[src/rtl/femto_mem_arbiter.sv]
// femto_mem_arbiter
//   Two-master arbiter sharing one FemtoRV32-style memory port between the
//   core (port 0) and a secondary requester such as DMA or debug (port 1).
//   Each one-cycle request strobe is captured, then placed on the shared
//   port one access at a time. Each port gets its own busy flags and read data.
//
// Ports
//   clk, reset        : system clock, asynchronous active-low reset
//   pN_addr/wdata     : request address / write data, sampled on strobe
//   pN_wmask          : byte write mask, nonzero = write strobe
//   pN_rstrb          : read strobe
//   pN_rdata          : read data, holds until the next read on the port ends
//   pN_rbusy/wbusy    : read / write outstanding on that port
//   m_addr/wdata      : shared address / write data (held from issue to done)
//   m_wmask/m_rstrb   : one-cycle shared write / read strobes
//   m_rdata           : shared read data
//   m_rbusy/m_wbusy   : memory busy
//   m_owner           : currently granted port, holds last grant when idle
//
// Configuration
//   ARB_ROUND_ROBIN_EN : when defined, a tie is granted to the port opposite
//                        the last grant. When undefined, port 0 always wins.

module femto_mem_arbiter #(
    parameter int ADDR_WIDTH = 32
) (
    input  logic                  clk,
    input  logic                  reset,
    input  logic [ADDR_WIDTH-1:0] p0_addr,
    input  logic [31:0]           p0_wdata,
    input  logic [3:0]            p0_wmask,
    input  logic                  p0_rstrb,
    output logic [31:0]           p0_rdata,
    output logic                  p0_rbusy,
    output logic                  p0_wbusy,
    input  logic [ADDR_WIDTH-1:0] p1_addr,
    input  logic [31:0]           p1_wdata,
    input  logic [3:0]            p1_wmask,
    input  logic                  p1_rstrb,
    output logic [31:0]           p1_rdata,
    output logic                  p1_rbusy,
    output logic                  p1_wbusy,
    output logic [ADDR_WIDTH-1:0] m_addr,
    output logic [31:0]           m_wdata,
    output logic [3:0]            m_wmask,
    output logic                  m_rstrb,
    input  logic [31:0]           m_rdata,
    input  logic                  m_rbusy,
    input  logic                  m_wbusy,
    output logic                  m_owner
);

    typedef enum logic [2:0] {
        S_IDLE  = 3'b001,
        S_ISSUE = 3'b010,
        S_WAIT  = 3'b100
    } state_t;

    state_t state_q, state_d;

    logic [1:0] pend_q, pend_d;
    logic [1:0] infl_q, infl_d;
    logic [1:0] kind_wr_q, kind_wr_d;
    logic [1:0] rbusy_q, rbusy_d;
    logic [1:0] wbusy_q, wbusy_d;

    logic [ADDR_WIDTH-1:0] addr_q [2];
    logic [ADDR_WIDTH-1:0] addr_d [2];
    logic [31:0]           wdata_q [2];
    logic [31:0]           wdata_d [2];
    logic [3:0]            wmask_q [2];
    logic [3:0]            wmask_d [2];
    logic [31:0]           rdata_q [2];
    logic [31:0]           rdata_d [2];

    logic [ADDR_WIDTH-1:0] m_addr_q, m_addr_d;
    logic [31:0]           m_wdata_q, m_wdata_d;
    logic [3:0]            m_wmask_q, m_wmask_d;
    logic                  m_rstrb_q, m_rstrb_d;
    logic                  owner_q, owner_d;
`ifdef ARB_ROUND_ROBIN_EN
    logic                  lg_q, lg_d;
`endif

    logic [ADDR_WIDTH-1:0] req_addr [2];
    logic [31:0]           req_wdata [2];
    logic [3:0]            req_wmask [2];
    logic [1:0]            req_rstrb;
    logic                  win;

    assign req_addr[0]  = p0_addr;
    assign req_addr[1]  = p1_addr;
    assign req_wdata[0] = p0_wdata;
    assign req_wdata[1] = p1_wdata;
    assign req_wmask[0] = p0_wmask;
    assign req_wmask[1] = p1_wmask;
    assign req_rstrb    = {p1_rstrb, p0_rstrb};

    // Grant selection among pending ports
    always_comb begin
        win = 1'b0;
`ifdef ARB_ROUND_ROBIN_EN
        if (pend_q == 2'b11) begin
            win = ~lg_q;
        end else begin
            win = ~pend_q[0];
        end
`else
        win = ~pend_q[0];
`endif
    end

    always_comb begin
        state_d   = state_q;
        pend_d    = pend_q;
        infl_d    = infl_q;
        kind_wr_d = kind_wr_q;
        addr_d    = addr_q;
        wdata_d   = wdata_q;
        wmask_d   = wmask_q;
        rdata_d   = rdata_q;
        m_addr_d  = m_addr_q;
        m_wdata_d = m_wdata_q;
        m_wmask_d = 4'b0000;
        m_rstrb_d = 1'b0;
        owner_d   = owner_q;
`ifdef ARB_ROUND_ROBIN_EN
        lg_d      = lg_q;
`endif

        // A strobe is accepted only when the port has nothing outstanding;
        // a nonzero mask turns a simultaneous read strobe into a write.
        for (int i = 0; i < 2; i++) begin
            if ((req_rstrb[i] || (req_wmask[i] != 4'b0000)) && !pend_q[i] && !infl_q[i]) begin
                pend_d[i]    = 1'b1;
                addr_d[i]    = req_addr[i];
                wdata_d[i]   = req_wdata[i];
                wmask_d[i]   = req_wmask[i];
                kind_wr_d[i] = (req_wmask[i] != 4'b0000);
            end
        end

        // Shared-port outputs are registered, so the strobe is loaded on the
        // IDLE->ISSUE edge and is visible for exactly the ISSUE cycle.
        unique case (state_q)
            S_IDLE: begin
                if (pend_q != 2'b00) begin
                    owner_d   = win;
                    m_addr_d  = addr_q[win];
                    m_wdata_d = wdata_q[win];
                    if (kind_wr_q[win]) begin
                        m_wmask_d = wmask_q[win];
                    end else begin
                        m_rstrb_d = 1'b1;
                    end
                    state_d = S_ISSUE;
                end
            end
            S_ISSUE: begin
                pend_d[owner_q] = 1'b0;
                infl_d[owner_q] = 1'b1;
                state_d         = S_WAIT;
            end
            S_WAIT: begin
                if (!m_rbusy && !m_wbusy) begin
                    if (!kind_wr_q[owner_q]) begin
                        rdata_d[owner_q] = m_rdata;
                    end
                    infl_d[owner_q] = 1'b0;
`ifdef ARB_ROUND_ROBIN_EN
                    lg_d = owner_q;
`endif
                    state_d = S_IDLE;
                end
            end
            default: state_d = S_IDLE;
        endcase

        for (int i = 0; i < 2; i++) begin
            rbusy_d[i] = (pend_d[i] | infl_d[i]) & ~kind_wr_d[i];
            wbusy_d[i] = (pend_d[i] | infl_d[i]) &  kind_wr_d[i];
        end
    end

    always_ff @(posedge clk or negedge reset) begin
        if (!reset) begin
            state_q   <= S_IDLE;
            pend_q    <= 2'b00;
            infl_q    <= 2'b00;
            kind_wr_q <= 2'b00;
            rbusy_q   <= 2'b00;
            wbusy_q   <= 2'b00;
            m_addr_q  <= '0;
            m_wdata_q <= '0;
            m_wmask_q <= 4'b0000;
            m_rstrb_q <= 1'b0;
            owner_q   <= 1'b0;
`ifdef ARB_ROUND_ROBIN_EN
            lg_q      <= 1'b1;
`endif
            for (int i = 0; i < 2; i++) begin
                rdata_q[i] <= '0;
            end
        end else begin
            state_q   <= state_d;
            pend_q    <= pend_d;
            infl_q    <= infl_d;
            kind_wr_q <= kind_wr_d;
            rbusy_q   <= rbusy_d;
            wbusy_q   <= wbusy_d;
            m_addr_q  <= m_addr_d;
            m_wdata_q <= m_wdata_d;
            m_wmask_q <= m_wmask_d;
            m_rstrb_q <= m_rstrb_d;
            owner_q   <= owner_d;
`ifdef ARB_ROUND_ROBIN_EN
            lg_q      <= lg_d;
`endif
            rdata_q   <= rdata_d;
        end
    end

    // Request latches are only meaningful while pendN/inflightN is set,
    // so they carry no reset.
    always_ff @(posedge clk) begin
        addr_q  <= addr_d;
        wdata_q <= wdata_d;
        wmask_q <= wmask_d;
    end

    assign p0_rdata = rdata_q[0];
    assign p1_rdata = rdata_q[1];
    assign p0_rbusy = rbusy_q[0];
    assign p1_rbusy = rbusy_q[1];
    assign p0_wbusy = wbusy_q[0];
    assign p1_wbusy = wbusy_q[1];
    assign m_addr   = m_addr_q;
    assign m_wdata  = m_wdata_q;
    assign m_wmask  = m_wmask_q;
    assign m_rstrb  = m_rstrb_q;
    assign m_owner  = owner_q;

endmodule
[config.mk]
export PLATFORM = sky130hd
export DESIGN_NAME = femto_mem_arbiter
export DESIGN_NICKNAME = d
export VERILOG_FILES = /design/src/rtl/femto_mem_arbiter.sv
export SDC_FILE = /design/constraint.sdc
export NUM_CORES = 1
export LEC_CHECK = 0
export ABC_AREA = 0
export BUFFER_PORTS_ARGS = -buffer_cell sky130_fd_sc_hd__buf_4
export CORE_MARGIN = 2
export CORE_UTILIZATION = 45
export DETAILED_ROUTE_END_ITERATION = 16
export GPL_ROUTABILITY_DRIVEN = 0
export PLACE_DENSITY = 0.78
export SYNTH_ARGS = -nofsm -noshare
export SYNTH_HDL_FRONTEND = slang
export SYNTH_SLANG_ARGS = --single-unit
[constraint.sdc]
create_clock -name clk -period 2.84 [get_ports clk]
set_input_delay 0.284 -clock clk [delete_from_list [all_inputs] [get_ports clk]]
set_output_delay 0.284 -clock clk [all_outputs]
set_load 0.1 [all_outputs]
==> results.py <==
metrics = {
    "grt": {
        "gr-total-overflow": 0,
        "grt_pass1_vias": 7558,
        "grt_antenna_before_repair": 1,
        "grt_pass1_wl_um": 43400,
        "grt_start_max_net_pins": 64,
        "grt_use_total": 0.234,
    },
    "floorplanning": {
        "dieWidth_um": 156,
        "initial_core_util": 0.460,
        "row_count": 55,
        "dieArea_um2": 24400,
        "ios": 312,
        "fp.coreArea_um2": 22700,
        "die_h_um": 156,
    },
    "synth": {
        "yosys-top-cells-area": "edfxtp_1, dfrtp_1, mux2_2",
        "syn_area_um2": 10400,
        "post_synth.cell_area_avg_um2": 19.0,
        "synthFlopType": "dfrtp_1",
        "async_flop_share": 0.519,
        "yosys_warnings": 0,
        "ys_types": 31,
        "syn_inst": 548,
        "yosysTopAreaCellShare": 0.391,
        "ys_seq_area_frac": 0.744,
        "synth_enable_flop_cells": 136,
        "synth.net_count": 722,
        "synth_area_leader_cell": "edfxtp_1",
        "ys_ff_latch": 283,
    },
    "sta": {
        "tns_ns": 0,
        "final.min_clock_period_ns": 2.15,
        "rsz0062_at_grt": "no",
        "setup_viol": 0,
        "skew_ns": 0.0227,
        "slew_headroom": 0.412,
        "period_share": 0.755,
        "fmax_mhz": 466,
        "hold_viol": 0,
        "worst_pin_slew_ns": 0.882,
        "finalMaxSlewViolations": 0,
        "layout_setup_ws_ns": 0.694,
    },
    "pwr": {
        "max-vdd-ir-drop_mv": 0.894,
        "total_power_w": 0.0197,
        "p_per_area_nw_per_um2": 1240,
        "p_comb_frac": 0.495,
        "switching_share": 0.476,
        "intPower_w": 0.0103,
        "pwr-share-clk": 0.202,
        "p_seq_frac": 0.303,
        "p_switching_w": 0.00936,
        "power_leakage_nw": 6.84,
    },
    "cts": {
        "clkTransAtPathRegs_ns": 0.07,
        "cts_tree": "yes",
        "post_cts_buffers": 0,
        "clock_latency_ns": 0.54,
        "cts.sinks": 283,
        "cts_buffers": 28,
        "cts.path.max_buffers": 3,
        "ctsResizeCount": 0,
        "holdBufCountCts": 165,
        "clockRootBuffer": "clkbuf_16",
        "htreeDepth": 1,
    },
    "routing": {
        "routed_via_density": 5.08,
        "drt_pass1_iterations": 4,
        "routedWlPerCell_um": 21.4,
        "postRouteWirelength_um": 28900,
        "post-route-drc-count": 0,
        "detailedRoute.firstIterationViolations": 320,
        "ant_nets": 0,
        "vias": 6879,
    },
    "critical_path": {
        "cp_cell_sequence": "or4b_4, nor4_4, buf_4, mux2_2",
        "slowest_stage": "or4b_4",
        "start_kind": "flip-flop",
        "max_stage_delay_ns": 0.59,
        "worst-path-buf-inv": 1,
        "critPathKind": "flip-flop to flip-flop",
        "critical_path_required_ns": 3.24,
        "cp.arrival_ns": 2.55,
        "critPathMaxFanout": 32,
        "cp-end-kind": "flip-flop",
        "cp_top_family": "simple AND/OR/NAND/NOR gates",
    },
    "hold_path": {
        "hold_class": "primary input to flip-flop",
    },
    "layout": {
        "fin_cells": 1353,
        "final_area_um2": 15800,
        "drive_gt1_frac": 0.535,
        "nets": 1219,
        "syn_to_final_growth_pct": 51.4,
    },
    "placement": {
        "placed_area_um2": 13100,
        "hpwl_um": 16200,
        "place_ws_ns": 0.713,
        "io_buffers": 311,
        "dp.cells": 1135,
    },
    "status": {
        "status": "finished, final reports clean",
    },
    "flow_run": {
        "maxCapViolations": 0,
    },
}
==> final timing paths <==
kind | from | slack [ns] | cells past startpoint | to
setup / recovery | state_q[1] | 0.69 | 4 | p1_rdata[17]
hold / removal | m_rdata[16] | 0.02 | 2 | p0_rdata[16]
setup reg to reg | state_q[1] | 0.69 | 4 | p1_rdata[17]
hold reg to reg | p1_rdata[31] | 0.49 | 1 | p1_rdata[31]
max in group asynchronous | reset | 1.66 | 3 | p0_rdata[29]
min in group asynchronous | reset | 0.33 | 2 | p1_rdata[19]
==> final cells by class <==
cell class,instances,area (µm²)
multi-input cells,239,2520
well taps,285,357
flip-flops and latches,283,7770
repair buffers,488,4130
inverters,5,18.8
diodes,1,2.50
clock inverters,19,233
fillers,1395,6910
clock buffers,33,772
==> logic make-up (layout without fill, tap and decap cells) <==
logic type	count (synthesis)	after routing	synth area share
DFF	283	283	0.744
muxes	192	192	0.207
buffers and inverters	26	545	0.0157
and+or+nand+nor	25	25	0.0181
AOI/OAI and AO/OA	22	22	0.0151
other	0	1	0
==> metal layers <==
| metal | track usage | share of wire | vias to the layer above |
|---|---|---|---|
| li1 | - | - | 3059 |
| met1 | 0.272 | 0.38 | 3411 |
| met2 | 0.413 | 0.50 | 353 |
| met3 | 0.0720 | 0.087 | 56 |
| met4 | 0.0773 | 0.032 | 0 |
| met5 | 0 | 0 | - |
==> stage by stage <==
step	util	hold WS [ns]
floorplan	-	-0.0116
global placement	0.579	0.321
detailed placement	0.579	0.320
CTS	0.696	0.00154
global route	0.696	0.00652
finish	0.696	0.0234
==> layout by cell type (no fill, tap or decap), types with 2 or more instances in the layout <==
cell type and n:
o21a_4 2, clkinvlp_4 4, nand2b_1 4, dfrtp_1 145, a22o_1 2, a21oi_1 5, o32ai_1 2, bufinv_16 5
edfxtp_1 136, clkbuf_1 2, o31ai_1 2, buf_4 318, dlygate4sd3_1 165, or4_1 2, inv_1 4, nor2_1 9
buf_12 4, a21boi_0 2, or3b_2 2, mux2_1 4, clkinv_2 8, nor4_4 2, a32oi_1 4, clkbuf_16 30
mux2_2 188
==> synth_stat cells (4+ instances only) <==
cell / number
a21oi_1: 5
a32oi_1: 4
buf_4: 5
buf_6: 6
clkbuf_1: 8
dfrtp_1: 146
edfxtp_1: 136
inv_1: 5
mux2_1: 4
mux2_2: 188
nand2b_1: 4
nor2_1: 9
==> power groups by stage <==
stage	sequential, W	combinational (W)	clock (W)
after floorplan	0.0113	0.00192	0
after global routing	0.00605	0.0100	0.00421
after detailed placement	0.00596	0.00949	0
after CTS	0.00590	0.00968	0.00400
final	0.00595	0.00973	0.00398
after global placement	0.00593	0.00938	0
==> flip-flops by register name, summed over array words and instances, names as in the netlist, 4 cells and up <==
signal,flops
p0_rdata,32
p1_rdata,32
m_wdata,32
wdata_q,64
m_wmask,4
addr_q,64
wmask_q,8
m_addr,32
No activity file was read; power rests on OpenSTA's default activity.
